===== config.mk =====
export PLATFORM = sky130hd
export DESIGN_NAME = multicycle_ctrl
export DESIGN_NICKNAME = d
export VERILOG_FILES = /design/src/rtl/mc_pkg.sv /design/src/rtl/branch_resolve.sv /design/src/rtl/multicycle_ctrl.sv
export SDC_FILE = /design/constraint.sdc
export NUM_CORES = 1
export LEC_CHECK = 0
export BUFFER_PORTS_ARGS = -buffer_cell sky130_fd_sc_hd__buf_2
export CORE_MARGIN = 5
export CORE_UTILIZATION = 55
export DETAILED_ROUTE_END_ITERATION = 6
export GPL_ROUTABILITY_DRIVEN = 1
export HOLD_SLACK_MARGIN = 0.08
export PLACE_DENSITY = 0.85
export SLEW_MARGIN = 25
export SYNTH_ARGS = -nofsm -noshare
export SYNTH_HDL_FRONTEND = slang
export SYNTH_SLANG_ARGS = --single-unit

===== constraint.sdc =====
create_clock -name clk -period 4.5 [get_ports clk]
set_clock_uncertainty 0.05 [all_clocks]
set_input_delay 0.45 -clock clk [delete_from_list [all_inputs] [get_ports clk]]
set_output_delay 0.45 -clock clk [all_outputs]
set_load 0.02 [all_outputs]

===== src/rtl/mc_pkg.sv =====
// Shared types and encodings for the multicycle CPU sequencing controller.
package mc_pkg;

    typedef enum logic [3:0] {
        S_FETCH    = 4'd0,
        S_DECODE   = 4'd1,
        S_EXEC_R   = 4'd2,
        S_EXEC_I   = 4'd3,
        S_WB_ALU   = 4'd4,
        S_MEM_ADDR = 4'd5,
        S_MEM_RD   = 4'd6,
        S_MEM_WB   = 4'd7,
        S_MEM_WR   = 4'd8,
        S_BRANCH   = 4'd9,
        S_JAL      = 4'd10,
        S_JALR     = 4'd11,
        S_HALT     = 4'd12
    } state_e;

    localparam logic [6:0] OP_R      = 7'b0110011;
    localparam logic [6:0] OP_I      = 7'b0010011;
    localparam logic [6:0] OP_LOAD   = 7'b0000011;
    localparam logic [6:0] OP_STORE  = 7'b0100011;
    localparam logic [6:0] OP_BRANCH = 7'b1100011;
    localparam logic [6:0] OP_JAL    = 7'b1101111;
    localparam logic [6:0] OP_JALR   = 7'b1100111;

    localparam logic [2:0] F3_BEQ = 3'b000;
    localparam logic [2:0] F3_BNE = 3'b001;
    localparam logic [2:0] F3_BLT = 3'b100;
    localparam logic [2:0] F3_BGE = 3'b101;

    localparam logic [1:0] ALU_ADD   = 2'd0;
    localparam logic [1:0] ALU_SUB   = 2'd1;
    localparam logic [1:0] ALU_FUNCT = 2'd2;

    localparam logic [1:0] SRCA_PC    = 2'd0;
    localparam logic [1:0] SRCA_OLDPC = 2'd1;
    localparam logic [1:0] SRCA_RS1   = 2'd2;

    localparam logic [1:0] SRCB_RS2     = 2'd0;
    localparam logic [1:0] SRCB_IMM     = 2'd1;
    localparam logic [1:0] SRCB_FOUR    = 2'd2;
    localparam logic [1:0] SRCB_IMM_SH1 = 2'd3;

    localparam logic [1:0] M2R_ALUOUT = 2'd0;
    localparam logic [1:0] M2R_MDR    = 2'd1;
    localparam logic [1:0] M2R_PC     = 2'd2;

    localparam logic [1:0] PCSEL_ALU    = 2'd0;
    localparam logic [1:0] PCSEL_ALUOUT = 2'd1;
    localparam logic [1:0] PCSEL_JALR   = 2'd2;

endpackage


===== src/rtl/branch_resolve.sv =====
// Branch condition decode: maps funct3 and comparator flags to taken/legal.
module branch_resolve
    import mc_pkg::*;
(
    input  logic [2:0] funct3,
    input  logic       br_eq,
    input  logic       br_lt,
    output logic       taken,
    output logic       legal
);

    // funct3 decode of the supported conditional branches
    always_comb begin
        taken = 1'b0;
        legal = 1'b1;
        case (funct3)
            F3_BEQ:  taken = br_eq;
            F3_BNE:  taken = !br_eq;
            F3_BLT:  taken = br_lt;
            F3_BGE:  taken = !br_lt;
            default: legal = 1'b0;
        endcase
    end

endmodule


===== src/rtl/multicycle_ctrl.sv =====
// Multicycle CPU sequencer: steps fetch/decode/execute/memory/write-back over a
// shared ALU and memory port, drives datapath controls and counts retirements.
module multicycle_ctrl
    import mc_pkg::*;
#(
    parameter logic [1:0] RESET_PC_SEL = 2'd0
) (
    input  logic        clk,
    input  logic        rst,
    input  logic [6:0]  opcode,
    input  logic [2:0]  funct3,
    input  logic        funct7b5,
    input  logic        BrEq,
    input  logic        BrLT,
    input  logic        mem_ready,
    output logic        pc_write,
    output logic        ir_write,
    output logic        reg_write,
    output logic        mem_read,
    output logic        mem_write,
    output logic        i_or_d,
    output logic [1:0]  alu_src_a,
    output logic [1:0]  alu_src_b,
    output logic [1:0]  alu_op,
    output logic [1:0]  mem_to_reg,
    output logic [1:0]  pc_sel,
    output logic        illegal,
    output logic [31:0] instret,
    output logic [3:0]  state_o
);

    state_e      state_q, state_d;
    logic [31:0] instret_q, instret_d;
    logic        taken_s, legal_s, retire_s;
    logic        unused_s;

    // funct7 is decoded by the ALU control, not by the sequencer
    assign unused_s = funct7b5;

    branch_resolve u_branch_resolve (
        .funct3 (funct3),
        .br_eq  (BrEq),
        .br_lt  (BrLT),
        .taken  (taken_s),
        .legal  (legal_s)
    );

    // next-state, control decode and retire counting
    always_comb begin
        state_d    = state_q;
        retire_s   = 1'b0;
        pc_write   = 1'b0;
        ir_write   = 1'b0;
        reg_write  = 1'b0;
        mem_read   = 1'b0;
        mem_write  = 1'b0;
        i_or_d     = 1'b0;
        alu_src_a  = SRCA_PC;
        alu_src_b  = SRCB_RS2;
        alu_op     = ALU_ADD;
        mem_to_reg = M2R_ALUOUT;
        pc_sel     = PCSEL_ALU;
        illegal    = 1'b0;
        case (state_q)
            S_FETCH: begin
                mem_read  = 1'b1;
                alu_src_b = SRCB_FOUR;
                ir_write  = mem_ready;
                pc_write  = mem_ready;
                if (mem_ready) begin
                    state_d = S_DECODE;
                end else begin
                    state_d = S_FETCH;
                end
            end
            S_DECODE: begin
                // precompute the branch target into ALUOut
                alu_src_a = SRCA_OLDPC;
                alu_src_b = SRCB_IMM_SH1;
                case (opcode)
                    OP_R:               state_d = S_EXEC_R;
                    OP_I:               state_d = S_EXEC_I;
                    OP_LOAD, OP_STORE:  state_d = S_MEM_ADDR;
                    OP_BRANCH:          state_d = S_BRANCH;
                    OP_JAL:             state_d = S_JAL;
                    OP_JALR:            state_d = S_JALR;
                    default:            state_d = S_HALT;
                endcase
            end
            S_EXEC_R: begin
                alu_src_a = SRCA_RS1;
                alu_src_b = SRCB_RS2;
                alu_op    = ALU_FUNCT;
                state_d   = S_WB_ALU;
            end
            S_EXEC_I: begin
                alu_src_a = SRCA_RS1;
                alu_src_b = SRCB_IMM;
                alu_op    = ALU_FUNCT;
                state_d   = S_WB_ALU;
            end
            S_WB_ALU: begin
                reg_write = 1'b1;
                retire_s  = 1'b1;
                state_d   = S_FETCH;
            end
            S_MEM_ADDR: begin
                alu_src_a = SRCA_RS1;
                alu_src_b = SRCB_IMM;
                if (opcode == OP_LOAD) begin
                    state_d = S_MEM_RD;
                end else begin
                    state_d = S_MEM_WR;
                end
            end
            S_MEM_RD: begin
                mem_read = 1'b1;
                i_or_d   = 1'b1;
                if (mem_ready) begin
                    state_d = S_MEM_WB;
                end else begin
                    state_d = S_MEM_RD;
                end
            end
            S_MEM_WB: begin
                reg_write  = 1'b1;
                mem_to_reg = M2R_MDR;
                retire_s   = 1'b1;
                state_d    = S_FETCH;
            end
            S_MEM_WR: begin
                mem_write = 1'b1;
                i_or_d    = 1'b1;
                if (mem_ready) begin
                    retire_s = 1'b1;
                    state_d  = S_FETCH;
                end else begin
                    state_d  = S_MEM_WR;
                end
            end
            S_BRANCH: begin
                alu_src_a = SRCA_RS1;
                alu_src_b = SRCB_RS2;
                alu_op    = ALU_SUB;
                pc_sel    = PCSEL_ALUOUT;
                if (legal_s) begin
                    pc_write = taken_s;
                    retire_s = 1'b1;
                    state_d  = S_FETCH;
                end else begin
                    state_d  = S_HALT;
                end
            end
            S_JAL: begin
                pc_write   = 1'b1;
                pc_sel     = PCSEL_ALUOUT;
                reg_write  = 1'b1;
                mem_to_reg = M2R_PC;
                retire_s   = 1'b1;
                state_d    = S_FETCH;
            end
            S_JALR: begin
                alu_src_a  = SRCA_RS1;
                alu_src_b  = SRCB_IMM;
                pc_sel     = PCSEL_JALR;
                pc_write   = 1'b1;
                reg_write  = 1'b1;
                mem_to_reg = M2R_PC;
                retire_s   = 1'b1;
                state_d    = S_FETCH;
            end
            S_HALT:  state_d = S_HALT;
            default: state_d = S_HALT;
        endcase
        instret_d = instret_q + {31'd0, retire_s};
        // reset masks every control combinationally, including the Mealy strobes
        if (rst) begin
            pc_write   = 1'b0;
            ir_write   = 1'b0;
            reg_write  = 1'b0;
            mem_read   = 1'b0;
            mem_write  = 1'b0;
            i_or_d     = 1'b0;
            alu_src_a  = 2'd0;
            alu_src_b  = 2'd0;
            alu_op     = 2'd0;
            mem_to_reg = 2'd0;
            pc_sel     = RESET_PC_SEL;
            illegal    = 1'b0;
        end else begin
            illegal    = (state_q == S_HALT);
        end
    end

    // state and retire counter registers
    always_ff @(posedge clk) begin
        if (rst) begin
            state_q   <= S_FETCH;
            instret_q <= 32'd0;
        end else begin
            state_q   <= state_d;
            instret_q <= instret_d;
        end
    end

    assign instret = instret_q;
    assign state_o = state_q;

endmodule


==> impl_results.md, run 1 <==
* DR pass1 iterations at 4
* Setup crit end kind: register
* Post-synthesis adder-cell area fraction at 0.0172
* Synth Register Bits at 36
* Synth area leaders: dfxtp_1 (33%), a21oi_1 (6.0%), o31ai_1 (4.1%)
* Vias in the first global route at 1978
* Synth Area in Simple Gates at 0.347
* DRT Wirelength at 5150 um
* Highest clock rate at 0.299 GHz
* CP Max Fanout at 18
* Wl on met1 at 2350 um
* Main synth FF type: dfxtp_1
* Via density per instance at 5.85
* Clock Latency Late Sink at ~0.28 ns
* Initial antenna violation count at 0
* RSZ-0062 raised after global routing: false
* Number of H-tree levels at 2
* Routability cong. at 0.781
* WHS Endpoint: state_o[2]
* Sink Count at 36
* CTS buffer count at 5
* Largest net degree at the start of global routing at 55
* Top-area cell type share of the netlist area at 0.331
* Status: finished clean
* TritonCTS clock tree: built
* Xor/xnor share of the synthesized area at 0.0523
* Setup WS pre-CTS at 1.17 ns
* Initial Util at 0.582
* Hold_sp: opcode[0]
* First-pass GRT wire length at 8580 um
* Seq/Total Area, Yosys at 0.331
* Worst rel slew slack at 0.368
* Number of synthesized flops with an enable pin at 0
* Synth Cell Area at 2180 sq um
* Met2 routed wirelength at 2440 um
* Num rows at 22
* Cell taking the most area after synthesis: dfxtp_1
* Die Y at 72.9 um
* Worst vdd ir at 0.000205 V
* Layout cells sized above 1 at 0.266
* Final hold viol count at 0
* Antenna diodes at 0
* Die area at 5320 sq um
* Hold WC Path Type: input pin to register
* FILL cells at between 300 and 400
* Fin. max-slew vios at 0
* Pwr dens at 274 nW/um^2
* CTS hold repair buffers at 0
* Reg clk slew, reported paths at 0.07 ns
* CP Class: register to register
* Worst R2R End: instret[18]
* DRC at 0
* Worst reg-to-reg path cell count at 10
* TNS Setup at 0 ns
* Highest Signal Layer: met4
* Post_cts resized at 0
* Async S/R FF share, synth at 0
* Detailed router's first-iteration violation count at 172
* Top-level port count at 69
* Worst r2r src: state_o[2]
* Synth cell types at 51
* Setup slack, reg-to-reg at 1.15 ns
* Met3 Wirelength at 326 um
* Req. time, crit path at 4.65 ns
* Final Net Count at 345
* Clk buf depth at 2
* Startpoint Class: register
* Largest family of logic cells by synthesized area: simple AND/OR/NAND/NOR gates
* Overall Global Routing Usage at 0.197
* Syn avg cell area at 8.01 sq um
* Pleak at 1.06 nW
* Post-Syn Nets at 291
* Hold depth at 4
* Worst-Margin Slew at 0.947 ns
* Final period utilization at 0.744
* DP HPWL at 3680 um
* MaxCap Viol Count at 0
* Total grt overflow at 0
* Placeable Area at 3740 sq um
* Syn Inst Count at 272
* Final WS setup at 1.15 ns
* Vias at 2194
* Final ANT Viol Nets at 0
* Wirelength per Cell at around 14 um
* Clock tree root driver cell: clkbuf_8
* Synth Area in Compound Gates at 0.168
* PortBufs at 67
* Final setup viols at 0
* Die Width at approximately 73 um
* Yosys warnings at 0
* Post-synthesis mux area share at 0.0195
* Total setup buffers inserted after CTS at 0
* Tmin final at 3.35 ns
* Area growth from synthesis to layout at 18.8%
* Critical path arrival at 3.50 ns
## sequential cells by signal, indices dropped and copies added (netlist names)
signal / cells
state_o: 4
instret: 32
## layout make-up
cell class / instances / area, sq um / area share
clock inverter: 1 / 30.0 / 0.0116
timing repair buffer: 67 / 335 / 0.130
tap: 48 / 60.1 / 0.0232
multi-input combinational: 208 / 1320 / 0.508
sequential: 36 / 721 / 0.278
inverter: 8 / 30.0 / 0.0116
clock buffer: 7 / 96.3 / 0.0372
## layer usage
metal  global-route usage  vias to the layer above
met5                    0                        -
met2                0.345                       57
li1                     -                     1123
met1                0.246                     1010
met4               0.0451                        0
met3               0.0427                        4
## report_power, final
| part | switching, W | internal [W] |
|---|---|---|
| clock network | 0.000112 | 0.000195 |
| logic | 0.0000442 | 0.0000267 |
| registers | 0.00000993 | 0.000322 |
| total | 0.000166 | 0.000544 |
## cell usage in the layout (no fill, tap or decap), drive strengths merged, types with 2 or more instances in the layout
cell / Yosys / final
or4: 14 / 14
nand2b: 4 / 4
buf: 4 / 67
clkbuf: 15 / 7
o21ai: 11 / 11
nor3: 7 / 7
nor2: 20 / 20
a31oi: 3 / 3
xnor2: 8 / 8
or3: 6 / 6
ha: 3 / 3
o31ai: 12 / 12
nor4: 10 / 10
mux2i: 2 / 2
nand3: 14 / 14
nor4b: 2 / 2
dfxtp: 36 / 36
and4: 4 / 4
nand4: 11 / 11
xor2: 5 / 5
inv: 8 / 8
and2: 2 / 2
nor2b: 8 / 8
a21oi: 26 / 26
mux2: 2 / 2
and3: 5 / 5
nand2: 15 / 15
and4b: 2 / 2
## synth_stat cells, types with 3 or more instances
master,n
dfxtp_1,36
a21oi_1,26
nor2_1,20
nand2_1,15
nand3_1,14
clkbuf_1,12
o31ai_1,12
or4_1,12
o21ai_0,11
nand4_1,10
nor4_1,10
inv_1,8
nor2b_1,8
xnor2_1,8
nor3_1,7
xor2_1,5
nand2b_1,4
or3_1,4
a31oi_1,3
and3_1,3
ha_1,3
## critical path, stage by stage (launching register included)
cell and delay (ns):
dfxtp_1 0.66, nand2b_1 0.20, nor2_1 0.18, a21oi_1 0.07, o211ai_1 0.24, ha_1 0.19, ha_1 0.22, nand3_1 0.19
or3_1 0.58, or4_1 0.54, a21oi_1 0.16
## cell families (layout without fill, tap and decap cells)
logic type,Yosys count,in the layout
compound gates,61,61
xor+xnor,13,13
fa+ha+maj,3,3
buf+inv,28,83
flops,36,36
mux,4,4
simple gates,127,127
## worst max-delay path by stage
| stage | depth (start not counted) | start | end |
|---|---|---|---|
| 3_3_place_gp | 10 | state_o[2] | instret[30] |
| 4_1_cts | 10 | state_o[2] | instret[28] |
| 5_1_grt | 10 | state_o[2] | instret[18] |
| 3_5_place_dp | 10 | state_o[2] | instret[18] |
| 6_report | 10 | state_o[2] | instret[18] |
| 2_1_floorplan | 13 | state_o[0] | instret[26] |
## through the flow
| step | util | total power, W | cell area, sq um | std cells | hold WS, ns |
|---|---|---|---|---|---|
| final | 0.692 | 0.000710 | 2590 | 375 | 0.455 |
| after global routing | 0.692 | 0.000737 | 2590 | 375 | 0.482 |
| after CTS | 0.692 | 0.000718 | 2590 | 375 | 0.447 |
| after detailed placement | 0.658 | 0.000409 | 2460 | 367 | 0.440 |
| after global placement | 0.658 | 0.000408 | 2460 | 367 | 0.433 |
| after floorplan | - | 0.000386 | 2180 | 272 | 0.513 |
Power figures use the tool's default switching activity.
==> inputs of run 2 (changes only) <==
Settings changed: CORE_UTILIZATION 55 to 46, PLACE_DENSITY 0.85 to 0.76.
Clock period 4.5 ns to 2.9 ns, I/O delays scaled along.
==> impl_results.md, run 2 (synthesis results as in run 1) <==
* Status: finished clean
* Clock tree root driver cell: clkbuf_8
* Number of H-tree levels at 2 (unchanged)
* Initial antenna violation count at 0 (unchanged)
* DRT Wirelength at 5300 um (+2.9%)
* Die area at 6210 sq um (+17%)
* Top-level port count at 69 (unchanged)
* Max reg flops at 32 (unchanged)
* Critical path arrival at 2.74 ns (-0.76 ns)
* Layout cells sized above 1 at 0.303 (+0.0366)
* Pleak at 1.12 nW (+5.4%)
* Area growth from synthesis to layout at 23.2%
* Most frequent cells in the layout: buf_2 (67), dfxtp_1 (34), a21oi_1 (26)
* Vias in the first global route at 2044 (+3.3%)
* Commonest non-fill, non-tap cell in the layout: buf_2
* Overall Global Routing Usage at 0.173 (-0.0236)
* Worst R2R End: instret[27]
* TritonCTS clock tree: built
* Setup crit end: instret[27]
* Final setup viols at 0 (unchanged)
* Wirelength per Cell at 13.6 um (-1.3%)
* Setup slack, reg-to-reg at 0.31 ns (-0.84 ns)
* Worst rel slew slack at 0.386 (+0.0172)
* Total grt overflow at 0 (unchanged)
* Fin. max-slew vios at 0 (unchanged)
* Post-layout util at 0.576 (-0.116)
* Worst reg-to-reg path cell count at 9 (-1)
* MaxCap Viol Count at 0 (unchanged)
* Hold_sp: opcode[0]
* Pwr dens at 399 nW/um^2 (+45%)
* Vias at 2266 (+3.3%)
* First-pass GRT wire length at 9030 um (+5.1%)
* Reg clk slew, reported paths at 0.07 ns (about the same)
* DR pass1 iterations at 4 (unchanged)
* PortBufs at 67 (unchanged)
* DRC at 0 (unchanged)
* Largest net degree at the start of global routing at 55 (unchanged)
* Routability cong. at 0.851 (+8.9%)
* Highest clock rate at 0.386 GHz (+29%)
* Final period utilization at 0.893 (+0.148)
* TNS Setup at 0 ns (unchanged)
* Worst vdd ir at 0.000183 V (-11%)
* Final ANT Viol Nets at 0 (unchanged)
* Power, Total at 0.00107 W (+51%)
* Final Net Count at 355 (+2.9%)
* Final hold viol count at 0 (unchanged)
* CTS hold repair buffers at 0 (unchanged)
* CTS buffer count at 5 (unchanged)
* Via density per instance at 5.80 (-0.94%)
* Worst r2r src: state_o[2]
* Clock Latency Late Sink at 0.28 ns (about the same)
* Worst-Margin Slew at 0.922 ns (-0.0258 ns)
* Design area at 2680 sq um (+3.7%)
* Crit path from: state_o[2]
* Clk buf depth at 2 (unchanged)
* Tmin final at 2.59 ns (-0.761 ns)
* CP Class: register to register
* Detailed router's first-iteration violation count at 127 (-26%)
* Num rows at 25 (+14%)
* Dpl cell area at 2550 sq um (+3.5%)
* Hold WC Path Type: input pin to register
* Setup crit end kind: register
* Placeable Area at 4660 sq um (+24%)
* Antenna diodes at 0 (unchanged)
* Sink Count at 36 (unchanged)
* Req. time, crit path at 3.05 ns (-1.60 ns)
* CP Max Fanout at 16 (-2)
* DP HPWL at 3850 um (+4.6%)
* Startpoint Class: register
* RSZ-0062 raised after global routing: false
* Die Width at 78.8 um (+8.1%)
* Initial Util at 0.467 (-0.115)
* Die Y at 78.8 um (+8.1%)
## run 2: what timing repair did
| action | in CTS | in global routing |
|---|---|---|
| resized for setup | 0 | 6 |
| endpoints found under the setup margin | 0 | 9 |
| setup buffers | 0 | 0 |
| hold endpoints to repair | 0 | 0 |
## run 2: final cells by class
type / instances / area (sq um)
tap: 54 / 67.6
timing repair buffer: 77 / 410
clock buffer: 5 / 68.8
fill: 427 / 1980
inverter: 8 / 30.0
sequential: 36 / 723
clock inverter: 3 / 42.5
multi-input combinational: 208 / 1340
## run 2: worst min-delay path by stage
stage,endpoint,slack [ns],depth (start not counted)
2_1_floorplan,state_o[2],0.43,2
3_3_place_gp,instret[18],0.44,2
3_5_place_dp,instret[30],0.44,2
4_1_cts,state_o[2],0.28,3
5_1_grt,state_o[2],0.31,3
6_report,state_o[2],0.29,4
## run 2: power by group
part | switching (W) | internal, W | total (W) | leakage, nW
clock | 0.000182 | 0.000254 | 0.000436 | 0.0541
combinational | 0.0000779 | 0.0000503 | 0.000128 | 0.775
sequential | 0.00000608 | 0.000500 | 0.000506 | 0.291
total | 0.000266 | 0.000804 | 0.00107 | 1.12
## run 2: through the flow
stage,hold WS [ns],setup WS [ns],instances
after detailed placement,0.442,0.0753,383
after floorplan,0.433,0.0138,272
final,0.288,0.311,391
after global routing,0.315,0.0980,391
after global placement,0.436,0.158,383
after CTS,0.282,0.0678,391
## run 2: critical path, stage by stage, from the launching register on
cell      delay [ns]
dfxtp_1         0.40
nand2b_1        0.15
nor2_1          0.14
a21oi_1         0.05
o211ai_1        0.21
ha_2            0.24
nand3_1         0.09
or4_4           0.53
or4_1           0.50
a21oi_1         0.15
## run 2: layer usage
| metal | vias to the layer above | routed length [um] | GRT usage |
|---|---|---|---|
| li1 | 1147 | - | - |
| met1 | 1041 | 2400 | 0.223 |
| met2 | 74 | 2470 | 0.285 |
| met3 | 4 | 390 | 0.0454 |
| met4 | 0 | 39 | 0.0515 |
| met5 | - | 0 | 0 |
==> inputs of run 3 (changes only) <==
Settings changed: CAP_MARGIN from default to 15, PLACE_DENSITY 0.76 to 0.78, SLEW_MARGIN 25 to default.
==> impl_results.md, run 3 (synthesis results as in run 1) <==
* Number of H-tree levels at 2 (unchanged)
* Worst-Margin Slew at 0.929 ns (+0.00786 ns)
* DP HPWL at 3910 um (+1.7%)
* Req. time, crit path at 3.04 ns (about the same)
* Pwr dens at 419 nW/um^2 (+5.2%)
* Num rows at 25 (unchanged)
* Placeable Area at 4660 sq um (unchanged)
* Commonest non-fill, non-tap cell in the layout: buf_2
* Setup slack, reg-to-reg at 0.17 ns (-0.14 ns)
* Total setup buffers inserted after CTS at 0 (unchanged)
* Worst reg-to-reg path cell count at 9 (unchanged)
* Tmin final at 2.73 ns (+0.145 ns)
* Setup crit end kind: register
* Hold WC Path Type: input pin to register
* Sink Count at 36 (unchanged)
* Pleak at 1.11 nW (-1.1%)
* Overall Global Routing Usage at 0.182 (+0.00829)
* Area growth from synthesis to layout at 23.0%
* RSZ-0062 raised after global routing: false
* CTS buffer count at 5 (unchanged)
* Antenna diodes at 0 (unchanged)
* Worst R2R End: instret[31]
* Largest net degree at the start of global routing at 55 (unchanged)
* Initial antenna violation count at 0 (unchanged)
* Final Net Count at 354 (-0.28%)
* Critical path arrival at 2.87 ns (+0.13 ns)
* Final setup viols at 0 (unchanged)
* Routability cong. at 0.813 (-4.5%)
* Highest clock rate at 0.366 GHz (-5.3%)
* Layout cells sized above 1 at 0.301 (-0.00208)
* Worst-path cell chain: nand2b_1 > nor2_1 > a21oi_1 > o211ai_1 > ha_2 > nand4_1 > or4_2 > nor4_2 > mux2_2
* Most frequent cells in the layout: buf_2 (67), dfxtp_1 (34), a21oi_1 (26)
* Clock tree root driver cell: clkbuf_8
* Die Y at 78.8 um (unchanged)
* Post_cts resized at 0 (unchanged)
* Cell class contributing the biggest share of worst-path delay: simple AND/OR/NAND/NOR gates
* DR pass1 iterations at 4 (unchanged)
* Clock Latency Late Sink at 0.29 ns (about the same)
* TritonCTS clock tree: built
* Final period utilization at 0.943 (+0.0499)
* Worst vdd ir at 0.000342 V (+87%)
* Setup crit end: instret[31]
* Final WS setup at 0.166 ns (-0.145 ns)
* TNS Setup at 0 ns (unchanged)
* Vias in the first global route at 2114 (+3.4%)
* Via density per instance at 5.89 (+1.6%)
* Crit path from: state_o[3]
* Worst rel slew slack at 0.380 (-0.00524)
* DRT Wirelength at 5570 um (+5.0%)
* Setup WS pre-CTS at 0.144 ns (+0.0688 ns)
* Fin. max-slew vios at 0 (unchanged)
* FILL cells at 431 (+0.94%)
* Dpl cell area at 2540 sq um (-0.29%)
* CP Max Fanout at 7 (-9)
* MaxCap Viol Count at 0 (unchanged)
* Vias at 2297 (+1.4%)
* Power, Total at 0.00112 W (+5.1%)
* Final ANT Viol Nets at 0 (unchanged)
* Number of cells on the critical path at 9 (unchanged)
* Final hold viol count at 0 (unchanged)
* Buffers & Inverters on Critical Path at 0 (unchanged)
* Top-level port count at 69 (unchanged)
* Initial Util at 0.467 (unchanged)
* CP Class: register to register
* Max incr delay on CP at 0.67 ns (+0.14 ns)
* Total grt overflow at 0 (unchanged)
* PortBufs at 67 (unchanged)
* Worst r2r src: state_o[3]
* Detailed router's first-iteration violation count at 140 (+10%)
* DRC at 0 (unchanged)
* First-pass GRT wire length at 9380 um (+4.0%)
* Startpoint Class: register
* Design area at 2680 sq um (-0.14%)
* CTS hold repair buffers at 0 (unchanged)
* Die Width at 78.8 um (unchanged)
* Clk buf depth at 2 (unchanged)
* Reg clk slew, reported paths at 0.08 ns (about the same)
* Wirelength per Cell at 14.3 um (+5.3%)
* Status: finished clean
* Max reg flops at 32 (unchanged)
* Die area at 6210 sq um (unchanged)
* Post-layout util at 0.575 (-0.000805)
* CP max stage cell: or4_2
run 3: cell count changes in the layout (fill, tap and decap cells not counted):
| cell | previous run | this run |
|---|---|---|
| o21ai_1 | 1 | 0 |
| clkbuf_8 | 5 | 7 |
| buf_4 | 10 | 9 |
| or4_4 | 2 | 1 |
| o21ai_0 | 10 | 11 |
| nor4_4 | 1 | 0 |
| nor4_2 | 0 | 1 |
| or4_2 | 0 | 1 |
| clkinv_2 | 1 | 0 |
| clkinvlp_4 | 1 | 0 |
run 3: cell type report:
| type | instances | area [sq um] | share of cell area |
|---|---|---|---|
| sequential | 36 | 723 | 0.270 |
| multi-input combinational | 208 | 1330 | 0.496 |
| tap | 54 | 67.6 | 0.0252 |
| timing repair buffer | 76 | 403 | 0.150 |
| clock inverter | 1 | 30.0 | 0.0112 |
| clock buffer | 7 | 96.3 | 0.0359 |
| inverter | 8 | 30.0 | 0.0112 |
run 3: routing by layer:
| metal | vias to the layer above | global-route usage | share of wire |
|---|---|---|---|
| met3 | 7 | 0.0431 | 0.054 |
| met2 | 57 | 0.324 | 0.47 |
| met4 | 0 | 0.0584 | 0.011 |
| li1 | 1146 | - | - |
| met1 | 1087 | 0.214 | 0.46 |
| met5 | - | 0 | 0 |
run 3: metrics by stage:
stage	hold WS (ns)	instances
final	0.286	390
after global routing	0.329	390
after CTS	0.293	390
after detailed placement	0.451	382
after global placement	0.432	382
after floorplan	0.433	272
run 3: worst min path at each step:
stage | start | endpoint | slack, ns | depth (start not counted)
2_1_floorplan | opcode[3] | state_o[2] | 0.43 | 2
3_5_place_dp | instret[30] | instret[30] | 0.45 | 2
5_1_grt | opcode[0] | state_o[2] | 0.33 | 4
4_1_cts | opcode[0] | state_o[2] | 0.29 | 4
3_3_place_gp | instret[30] | instret[30] | 0.43 | 2
6_report | opcode[3] | state_o[2] | 0.29 | 3
run 3: worst reg2reg max path, delay by kind of cell, from the launching register on:
| family | cells | cell delay, ns |
|---|---|---|
| compound gates | 2 | 0.29 |
| fa+ha+maj | 1 | 0.24 |
| flops | 1 | 0.35 |
| mux | 1 | 0.35 |
| simple gates | 5 | 1.35 |
run 3: power breakdown:
group	switching, W	leakage (nW)	internal [W]
Clock	0.000186	0.0645	0.000303
Combinational	0.0000801	0.751	0.0000490
Sequential	0.00000585	0.291	0.000500
Total	0.000272	1.11	0.000852
